### config.mk
export PLATFORM = sky130hd
export DESIGN_NAME = fifo_wr_skid
export DESIGN_NICKNAME = d
export VERILOG_FILES = /design/src/rtl/fifo_wr_skid.sv
export SDC_FILE = /design/constraint.sdc
export NUM_CORES = 1
export LEC_CHECK = 0
export BUFFER_PORTS_ARGS = -buffer_cell sky130_fd_sc_hd__buf_2
export CAP_MARGIN = 10
export CORE_MARGIN = 3
export CORE_UTILIZATION = 49
export DETAILED_ROUTE_END_ITERATION = 16
export GPL_ROUTABILITY_DRIVEN = 1
export HOLD_SLACK_MARGIN = 0.03
export PLACE_DENSITY = 0.84
export SLEW_MARGIN = 20
export SYNTH_ARGS = -nofsm -noshare
export SYNTH_HDL_FRONTEND = slang
export SYNTH_SLANG_ARGS = --single-unit
export TNS_END_PERCENT = 5
### constraint.sdc
create_clock -name wclk -period 2.94 [get_ports wclk]
set_input_delay 0.147 -clock wclk [delete_from_list [all_inputs] [get_ports wclk]]
set_output_delay 0.147 -clock wclk [all_outputs]
set_load 0.005 [all_outputs]
### src/rtl/fifo_wr_skid.sv
`timescale 1ns/1ps
// fifo_wr_skid: 2-entry skid buffer in front of the write port of an async FIFO.
// Latency: a word accepted at edge N is on wdata after N and can be written at N+1.
// Backpressure: s_ready is registered and drops only when both entries are full.
//
// Ports:
//   wclk, w_rstn            write-domain clock, async active-low reset
//   s_valid/s_data/s_ready  upstream valid-ready handshake
//   winc/wdata/wfull        FIFO write port (wfull may change asynchronously to wclk)
//   busy                    buffer holds at least one word
//   clr_stats               synchronous clear of the statistics counters
//   wr_cnt/stall_cnt        saturating statistics counters
//
// Macro WR_STATS_EN enables the statistics counters; when undefined the
// counter outputs are tied to 0 and clr_stats is ignored.
module fifo_wr_skid #(
  parameter int DATESIZE = 8,
  parameter int CNTW     = 16
) (
  input  logic                wclk,
  input  logic                w_rstn,
  input  logic                s_valid,
  input  logic [DATESIZE-1:0] s_data,
  output logic                s_ready,
  output logic                winc,
  output logic [DATESIZE-1:0] wdata,
  input  logic                wfull,
  output logic                busy,
  input  logic                clr_stats,
  output logic [CNTW-1:0]     wr_cnt,
  output logic [CNTW-1:0]     stall_cnt
);

  typedef enum logic [1:0] {
    EMPTY = 2'd0,
    ONE   = 2'd1,
    TWO   = 2'd2
  } state_t;

  state_t              state;
  logic [DATESIZE-1:0] buf0;   // oldest word, drives wdata
  logic [DATESIZE-1:0] buf1;   // second word, only valid in TWO
  logic                accept;
  logic                write;

  // The FIFO gates its own write with wfull at the same edge, so a write is
  // counted exactly when the FIFO takes it. winc itself never looks at wfull.
  assign accept = s_valid & s_ready;
  assign write  = winc & ~wfull;
  assign wdata  = buf0;

  // s_ready, winc and busy are registered copies of the next-state decode.
  always_ff @(posedge wclk or negedge w_rstn) begin
    if (!w_rstn) begin
      state   <= EMPTY;
      s_ready <= 1'b1;
      winc    <= 1'b0;
      busy    <= 1'b0;
      buf0    <= '0;
      buf1    <= '0;
    end else begin
      case (state)
        EMPTY: begin
          if (accept) begin
            state   <= ONE;
            buf0    <= s_data;
            s_ready <= 1'b1;
            winc    <= 1'b1;
            busy    <= 1'b1;
          end
        end
        ONE: begin
          if (accept && !write) begin
            state   <= TWO;
            buf1    <= s_data;
            s_ready <= 1'b0;
          end else if (write && !accept) begin
            state   <= EMPTY;
            winc    <= 1'b0;
            busy    <= 1'b0;
          end else if (accept && write) begin
            // Head leaves while the new word takes its place.
            buf0    <= s_data;
          end
        end
        TWO: begin
          if (write) begin
            state   <= ONE;
            buf0    <= buf1;
            s_ready <= 1'b1;
          end
        end
        default: begin
          state   <= EMPTY;
          s_ready <= 1'b1;
          winc    <= 1'b0;
          busy    <= 1'b0;
        end
      endcase
    end
  end

`ifdef WR_STATS_EN
  localparam logic [CNTW-1:0] CNT_MAX = '1;
  localparam logic [CNTW-1:0] CNT_ONE = {{(CNTW-1){1'b0}}, 1'b1};

  // clr_stats wins over an increment at the same edge; both counters stick at max.
  always_ff @(posedge wclk or negedge w_rstn) begin
    if (!w_rstn) begin
      wr_cnt    <= '0;
      stall_cnt <= '0;
    end else if (clr_stats) begin
      wr_cnt    <= '0;
      stall_cnt <= '0;
    end else begin
      if (write && (wr_cnt != CNT_MAX))
        wr_cnt <= wr_cnt + CNT_ONE;
      if (winc && wfull && (stall_cnt != CNT_MAX))
        stall_cnt <= stall_cnt + CNT_ONE;
    end
  end
`else
  assign wr_cnt    = '0;
  assign stall_cnt = '0;

  logic unused_clr_stats;
  assign unused_clr_stats = clr_stats;
`endif

endmodule

Word-level counts from Yosys, hierarchy flattened
Index checks and enable logic that the tools add are counted.
{"block": "totals", "register_bits": 20, "latch_bits": 0, "mem_bits_rw": 0, "mem_bits_ro": 0, "in_bits": 13, "out_inout_bits": 43, "elab_cells": 49, "mem_count": 0}
{"block": "classes", "add_sub_neg": 0, "mul": 0, "div_mod_pow": 0, "order_cmp": 0, "n_eq_ne": 10, "shifts": 0, "muxes": 18, "n_bitwise": 4, "reduce_logical": 12}
{"cell": "two-way mux 8 bit", "count": 5}
{"cell": "one-hot mux 8 bit (3 select lines)", "count": 1}
{"cell": "!= test 2 bit (second input constant)", "count": 7}
{"cell": "two-way mux 2 bit", "count": 4}
{"cell": "one-hot mux 1 bit (3 select lines)", "count": 2}
{"cell": "one-hot mux 2 bit (3 select lines)", "count": 1}
{"cell": "AND reduction 3 bit", "count": 2}
{"cell": "AND reduction 6 bit", "count": 1}
{"cell": "two-way mux 1 bit", "count": 5}
{"cell": "AND reduction 4 bit", "count": 1}
{"cell": "logical AND 1 bit", "count": 3}
{"cell": "!= test 3 bit (second input constant)", "count": 1}
{"cell": "nonzero test 3 bit", "count": 1}
{"cell": "AND 1 bit", "count": 2}
{"cell": "== test 2 x 1 -> 1 bit (second input constant)", "count": 1}
{"cell": "== test 2 bit (second input constant)", "count": 1}
{"cell": "zero test 1 bit", "count": 2}
{"cell": "zero test 2 bit", "count": 1}
{"cell": "NOT 1 bit", "count": 2}
{"cell": "AND reduction 2 bit", "count": 1}

Depth between registers and ports, before layout
Gate-level depths: netlist of run 1.
{"block": "depth", "word_depth": 7, "depth_mapped": 4, "mapped_depth_nobuf": 4}

Worst setup path after synthesis of run 1
No wires, ideal clock.
{"block": "synth_timing", "path_type": "register -> register", "startpoint": "register s_ready", "endpoint": "register buf1[0]", "setup_time_ps": 125, "arrival_time_ps": 1373, "required_time_ps": 2815, "setup_slack_ps": 1442, "path_stages_with_launch": 5, "n_path_buf": 0, "synth_period_minus_slack_ps": 1498, "path_cell_list": "dfstp_2 > nand2_1 > nor2_1 > nand2_2 > mux2_2"}
{"block": "synth_between", "elab_chain_len": 3}
{"item": "from (decl)", "line_no": "24", "source": "output logic s_ready,"}
{"item": "from (signal assigned)", "line_no": "56", "source": "s_ready <= 1'b1;"}
{"item": "from (signal assigned)", "line_no": "67", "source": "s_ready <= 1'b1;"}
{"item": "from (signal assigned)", "line_no": "76", "source": "s_ready <= 1'b0;"}
{"item": "AND 1 bit", "line_no": "48", "source": "assign accept = s_valid & s_ready;"}
{"item": "logical AND 1 bit", "line_no": "73", "source": "if (accept && !write) begin"}
{"item": "AND reduction 2 bit (no line)"}
{"item": "to (signal assigned)", "line_no": "75", "source": "buf1 <= s_data;"}
{"item": "to (decl)", "line_no": "42", "source": "logic [DATESIZE-1:0] buf1;"}
Every way passes these cells.
A chain may end at the register's enable or synchronous reset.

Worst setup path in the final report of run 1
{"block": "layout_timing", "startpoint": "register state[1]", "endpoint": "register buf0[2] (netlist: wdata[2])"}
{"block": "layout_between", "elab_chain_len": 3, "word_cells_on_any_way": 11, "cone_classes": "7 x eq/ne; 1 x mux; 3 x reduce/logical"}
{"item": "from (decl)", "line_no": "40", "source": "state_t state;"}
{"item": "from (signal assigned)", "line_no": "55", "source": "state <= EMPTY;"}
{"item": "from (signal assigned)", "line_no": "65", "source": "state <= ONE;"}
{"item": "from (signal assigned)", "line_no": "74", "source": "state <= TWO;"}
{"item": "== test 2 x 1 -> 1 bit (tied with other cells)", "line_no": "62", "source": "case (state)"}
{"item": "!= test 2 bit (no line) / nonzero test 3 bit (equally long branches)"}
{"item": "AND reduction 6 bit (no line)"}
{"item": "to (signal assigned)", "line_no": "66", "source": "buf0 <= s_data;"}
{"item": "to (signal assigned)", "line_no": "83", "source": "buf0 <= s_data;"}
{"item": "to (signal assigned)", "line_no": "89", "source": "buf0 <= buf1;"}
{"item": "to (decl)", "line_no": "41", "source": "logic [DATESIZE-1:0] buf0;"}
Several ways; a longest one is shown, not always the timed one.

==> results by group, run 1 <==
Outcome
  • Outcome: finished, final reports clean

Critical path
  • Critical path class: reg2reg
  • R2R cell count: 4
  • Startpoint types: register
  • CP max FO: 6
  • CP Capture Type: register
  • CP Data Required Time: 3.13 ns
  • Arrival @ worst endpoint: 2.10 ns

Clocking
  • Max clock buf depth: 2
  • Post-CTS sizing: 0
  • H-tree levels: 1
  • Worst-Skew Late Latency: 0.30 ns
  • Root Driver: clkbuf_4
  • Clk sinks: 20
  • TritonCTS clock tree: yes
  • Clock transition at path regs: 0.11 ns
  • Postcts setup bufs: 0
  • Cts bufs inserted: 3
  • Hold_buf cts: 1

Global routing
  • Met3 usage: under 10%
  • Vias in the first global route: 650
  • Total grt overflow: 0
  • Grt met1 use: 15.5%
  • First-pass GRT wire length: 2800 um
  • Largest net degree at the start of global routing: 21
  • M2 GR Usage: 22.0%
  • Initial antenna violation count: 0
  • All-Layer GR Usage: 12.9%
  • Busiest grt layer: met2

Floorplanning
  • IO Count: 56
  • Die height: 54.7 um
  • Core area: 2230 sq um
  • Row Count: 17
  • Initial Util: between 50 and 60%
  • Full die area: between 2000 and 3000 sq um
  • Die width: 54.7 um

Flow run
  • Max-Cap Viols: 0

Final layout
  • Fill cell count: approximately 200
  • Register area: 502 sq um
  • Final non-filler cell total: 151
  • Layout Cell Area excl Fill: 1240 sq um
  • Synth-to-Final Area Change: 6.56%
  • Fin util: between 50% and 60%
  • # nets final: 137
  • Area of the multi-input gates: 515 sq um
  • Share of cells above drive strength 1: ~46%
  • Antenna Cells: 0

STA
  • Fin. max-slew vios: 0
  • # setup viols final: 0
  • Actual slew at the worst max-slew pin: 0.555 ns
  • Setup TNS: 0 ns
  • Final period utilization: about 65%
  • Max Clock Freq: 0.523 GHz
  • Slew margin rel.: a little over three fifths
  • Worst clock skew: around 0.0086 ns
  • Fin crit period: 1.91 ns
  • RSZ-0062 raised after global routing: no
  • Final Hold Viols: 0

Detailed routing
  • Detailed Route WL: ~1700 um
  • Initial drt markers: 6
  • DR WL/cell: 11.6 um
  • Vias per cell: 4.54
  • Post-route ant nets: 0
  • Pre-antenna DRT Iters: 4
  • Post-route DRC: 0
  • Vias: between 600 and 700

Synth
  • Mapped Area: roughly 1200 sq um
  • Netlist cell types: 19
  • Avg Cell Area, Syn: 11.9 sq um
  • FF+latch count, synth: 20
  • Synth Warn #: 0
  • Post-synthesis async set-or-reset flop share: 100%
  • Top-count cell post-synth: buf_4
  • Commonest cells post-synth: 34 x buf_4, 24 x mux2_2, 19 x dfrtp_1
  • Synth top area share: 40.9%
  • Post-synth top flop: dfrtp_1
  • Register area share after synthesis: 43.1%
  • Top cells by area, synth: dfrtp_1 41%, mux2_2 23%, buf_4 22%
  • Post-synth EDFFs: 0
  • Post-synth top area cell: dfrtp_1
  • Post-Synthesis Cells: 98

Placed design
  • Area after DPL: about 1200 sq um
  • Final HPWL DP: roughly 1400 um
  • GPL Wtd Cong: 0.692
  • Buffers added on ports: 22
  • Placed cell count: 146

Min path
  • Hold/Removal Path Class: in2reg
  • Hold Path Stages: 2

Power
  • Max VDD drop: 621 uV
  • PD cells: 626 nW/um^2
  • Power, Total: ~0.00078 W
  • LEAKAGE: 0.657 nW
[per-stage QoR]
step	hold WS (ns)	setup slack (ns)
after floorplan	-0.149	1.44
after global placement	0.103	1.10
after detailed placement	0.109	1.05
after CTS	0.0805	1.02
after global routing	0.0779	0.932
final	0.0845	1.03
[cell usage in the layout (no fill, tap or decap), types with 2 or more instances in the layout]
| master | Yosys | routed |
|---|---|---|
| mux2_2 | 24 | 24 |
| clkbuf_4 | 0 | 3 |
| inv_1 | 2 | 2 |
| a21oi_1 | 2 | 2 |
| nor2_1 | 2 | 2 |
| dfrtp_1 | 19 | 19 |
| buf_2 | 0 | 22 |
| nor2b_1 | 2 | 2 |
| conb_1 | 1 | 32 |
| o21ai_0 | 2 | 2 |
[power breakdown]
part / leakage (nW) / switching (W) / internal, W
Combinational: 0.373 / 0.0000660 / 0.000100
Sequential: 0.257 / 0.0000350 / 0.000355
Clock: 0.0279 / 0.0000821 / 0.000138
Total: 0.657 / 0.000183 / 0.000593
[worst paths after layout]
| kind | startpoint | endpoint | slack (ns) |
|---|---|---|---|
| setup / recovery | state[1]$_DFFE_PN0P_ | wdata[2]$_DFFE_PN0P_ | 1.03 |
| hold / removal | s_data[6] | buf1[6]$_DFFE_PN0P_ | 0.08 |
| setup reg to reg | state[1]$_DFFE_PN0P_ | wdata[2]$_DFFE_PN0P_ | 1.03 |
| hold reg to reg | wdata[1]$_DFFE_PN0P_ | wdata[1]$_DFFE_PN0P_ | 0.51 |
| max in group asynchronous | w_rstn | s_ready$_DFFE_PN1P_ | 2.30 |
| min in group asynchronous | w_rstn | wdata[7]$_DFFE_PN0P_ | 0.30 |
[worst max-delay path, cell delays in order, from the launching register on]
cell and delay, ns:
dfrtp_1 0.44, nor2b_1 0.50, buf_4 0.25, mux2_2 0.34
mux2_2 0.27
[area by class of cell]
cell class	count	share of cell area (%)
multi-input cells	73	41.6
flip-flops and latches	20	40.5
repair buffers	24	10.3
well taps	28	2.83
clock inverters	1	2.42
clock buffers	3	1.82
inverters	2	0.605
[kinds of logic after synthesis]
family                 after synthesis  share of synthesized area, %
buffers and inverters               36                          22.6
DFF                                 20                          43.1
AOI/OAI and AO/OA                    9                          6.45
muxes                               25                          24.1
other                                1                         0.322
and+or+nand+nor                      7                          3.44
[registers in the layout, summed over array words and instances, names as in the netlist]
| register | flops |
|---|---|
| s_ready | 1 |
| buf1 | 8 |
| busy | 1 |
| wdata | 8 |
| state | 2 |
[per-layer routing]
layer	vias to the layer above	wire, um
li1	315	-
met1	328	686
met2	39	878
met3	4	156
met4	0	24
met5	-	0
Note: power is estimated with default switching activity, not from simulation.
==> run 2, diff against run 1 <==
--- a/config.mk
+++ b/config.mk
@@ -8,11 +8,11 @@
 export BUFFER_PORTS_ARGS = -buffer_cell sky130_fd_sc_hd__buf_2
 export CAP_MARGIN = 10
 export CORE_MARGIN = 3
-export CORE_UTILIZATION = 49
+export CORE_UTILIZATION = 41
 export DETAILED_ROUTE_END_ITERATION = 16
 export GPL_ROUTABILITY_DRIVEN = 1
 export HOLD_SLACK_MARGIN = 0.03
-export PLACE_DENSITY = 0.84
+export PLACE_DENSITY = 0.75
 export SLEW_MARGIN = 20
 export SYNTH_ARGS = -nofsm -noshare
 export SYNTH_HDL_FRONTEND = slang
==> constraint.sdc (replaced) <==
create_clock -name wclk -period 1.5 [get_ports wclk]
set_input_delay 0.075 -clock wclk [delete_from_list [all_inputs] [get_ports wclk]]
set_output_delay 0.075 -clock wclk [all_outputs]
set_load 0.005 [all_outputs]
==> run 2 against run 1 <==
Compared with the run above:
- critical path depth unchanged
- first-iteration DRC count fell by 67%
- cell count up 15%
- clock power grew 41%
- fmax up 28%
- critical path type unchanged
- core utilization up 1.8 points
- power up 91%
- clock skew shrank 0.0050 ns
- sequential power is 99% higher
- routed wire length up 28%
- sequential share of layout area is 6.7 points lower
- die area rose by 17%
==> results by group, run 2 (same netlist as run 1, synthesis figures left out) <==
STA
  • Final WS setup: 0.00652 ns (-1.02 ns)
  • Max Clock Freq: 0.670 GHz (+28%)
  • Final period utilization: 99.6% (+35 points)
  • Final Hold Viols: 0 (unchanged)
  • # setup viols final: 0 (unchanged)
  • RSZ-0062 raised after global routing: yes
  • Fin. max-slew vios: 0 (unchanged)
  • Fin crit period: 1.49 ns (-0.419 ns)
  • Worst clock skew: 0.00365 ns (-0.00496 ns)

Clocking
  • Worst-Skew Late Latency: 0.30 ns (about the same)
  • Cts bufs inserted: 3 (unchanged)
  • Clock transition at path regs: 0.11 ns (about the same)
  • Root Driver: clkbuf_4
  • H-tree levels: 1 (unchanged)
  • Clk sinks: 20 (unchanged)
  • TritonCTS clock tree: yes
  • Max clock buf depth: 2 (unchanged)

Detailed routing
  • Vias per cell: 4.46 (-1.8%)
  • Initial drt markers: 2 (-4)
  • DR WL/cell: 12.8 um (+11%)
  • Detailed Route WL: 2240 um (+28%)
  • Vias: 776 (+13%)
  • Post-route ant nets: 0 (unchanged)
  • Pre-antenna DRT Iters: 4 (unchanged)
  • Post-route DRC: 0 (unchanged)

Final layout
  • Layout Cell Area excl Fill: 1490 sq um (+20%)
  • Commonest non-fill, non-tap cells in the layout: 32 x conb_1, 22 x buf_2, 19 x dfrtp_1
  • Commonest non-fill, non-tap cell in the layout: conb_1
  • Share of cells above drive strength 1: 50.7% (+5.2 points)
  • Synth-to-Final Area Change: 27.6%
  • Final non-filler cell total: 174 (+15%)
  • Fill cell count: 215 (+8.0%)
  • Fin util: 57.3% (+1.8 points)
  • # nets final: 158 (+15%)
  • Antenna Cells: 0 (unchanged)

Critical path
  • CP max FO: 9 (+3)
  • CP Data Required Time: 1.69 ns (-1.44 ns)
  • Worst path max stage delay: 0.43 ns (-0.07 ns)
  • Startpoint types: register
  • CP Capture Type: register
  • R2R cell count: 4 (unchanged)
  • Crit path buf inv count: 1 (unchanged)
  • Cell family with most CP delay: multiplexers
  • Crit-path cells: nor2b_4 > buf_8 > mux2_2 > mux2_4
  • Critical path class: reg2reg
  • Arrival @ worst endpoint: 1.68 ns (-0.42 ns)
  • CP max-delay cell: dfrtp_1
  • Crit path depth: 4 (unchanged)
  • Reg2Reg Setup Slack: 0.007 ns (-1.02 ns)

Floorplanning
  • Die width: 59.3 um (+8.3%)
  • Full die area: 3510 sq um (+17%)
  • Row Count: 18 (+1)
  • IO Count: 56 (unchanged)
  • Core area: 2590 sq um (+16%)
  • Die height: 59.3 um (+8.3%)
  • Initial Util: 44.9% (-7.2 points)

Power
  • Power, Total: 0.00148 W (+91%)
  • LEAKAGE: 0.808 nW (+23%)
  • Max VDD drop: 784 uV (+26%)
  • PD cells: 996 nW/um^2 (+59%)

Min path
  • Hold Path Stages: 3 (+1)
  • Hold/Removal Path Class: in2reg

Global routing
  • Met3 usage: 1.74% (-1.3 points)
  • Total grt overflow: 0 (unchanged)
  • Largest net degree at the start of global routing: 21 (unchanged)
  • Vias in the first global route: 748 (+15%)
  • First-pass GRT wire length: 3310 um (+18%)
  • Initial antenna violation count: 0 (unchanged)
  • Grt met1 use: 14.1% (-1.4 points)
  • Busiest grt layer: met2
  • All-Layer GR Usage: 12.4% (-0.49 points)
  • M2 GR Usage: 22.9% (+0.89 points)

Placed design
  • Placed cell count: 154 (+5.5%)
  • Final HPWL DP: 1430 um (+3.2%)
  • Buffers added on ports: 22 (unchanged)
  • Area after DPL: 1220 sq um (+4.0%)
  • GPL Wtd Cong: 0.654 (-5.6%)
  • Worst slack, placed: -0.0537 ns (-1.10 ns)

Flow run
  • Max-Cap Viols: 0 (unchanged)

Outcome
  • Outcome: finished, final reports clean
## run 2: cell count changes in the layout (fill, tap and decap cells not counted), moves of 2 or more
cell,change
buf_4,+8
buf_6,+3
dlygate4sd3_1,+8
mux2_2,-8
mux2_4,+8
nor2b_1,-2
## run 2: area by class of cell
cell class                 count  area, sq um  area share (%)
clock buffer                   4         36.3            2.44
tap                           30         37.5            2.53
timing repair buffer          45          337            22.7
inverter                       2         7.51           0.505
multi-input combinational     73          566            38.1
sequential                    20          502            33.8
## run 2: power by group
| part | switching, W | total (W) | internal (W) | leakage [nW] |
|---|---|---|---|---|
| logic | 0.000129 | 0.000394 | 0.000265 | 0.530 |
| clock network | 0.000163 | 0.000311 | 0.000148 | 0.0210 |
| registers | 0.0000791 | 0.000775 | 0.000695 | 0.257 |
## run 2: metrics by stage
step / hold WS (ns) / TNS, ns
5_1_grt: 0.168 / -0.407
2_1_floorplan: -0.221 / 0
4_1_cts: 0.114 / 0
6_report: 0.154 / 0
3_3_place_gp: 0.0344 / -0.0817
3_5_place_dp: 0.0432 / -0.392
## run 2: final timing paths
| kind | start | to |
|---|---|---|
| min in group asynchronous | w_rstn | wdata[7]$_DFFE_PN0P_ |
| max in group asynchronous | w_rstn | s_ready$_DFFE_PN1P_ |
| worst max-delay path | state[1]$_DFFE_PN0P_ | wdata[6]$_DFFE_PN0P_ |
| worst min register to register | buf1[4]$_DFFE_PN0P_ | buf1[4]$_DFFE_PN0P_ |
| worst max register to register | state[1]$_DFFE_PN0P_ | wdata[6]$_DFFE_PN0P_ |
| worst min-delay path | wfull | busy$_DFFE_PN0P_ |
## run 2: what timing repair did
item	CTS	global route
setup buffers	4	3
hold buffers	9	0
resized for setup	0	20
endpoints found under the setup margin	8	16
pin swaps	1	3
endpoints found under the hold margin	27	0
## run 2: metal layers
metal  up-vias  wire length, um
met3         2              189
met5         -                0
met4         0               21
met2        43             1190
li1        357                -
met1       374              838
## run 2: tightest hold or removal path, delay by kind of cell
family	cells	cell delay, ns
buffers and inverters	1	0.11
AOI/OAI and AO/OA	2	0.22
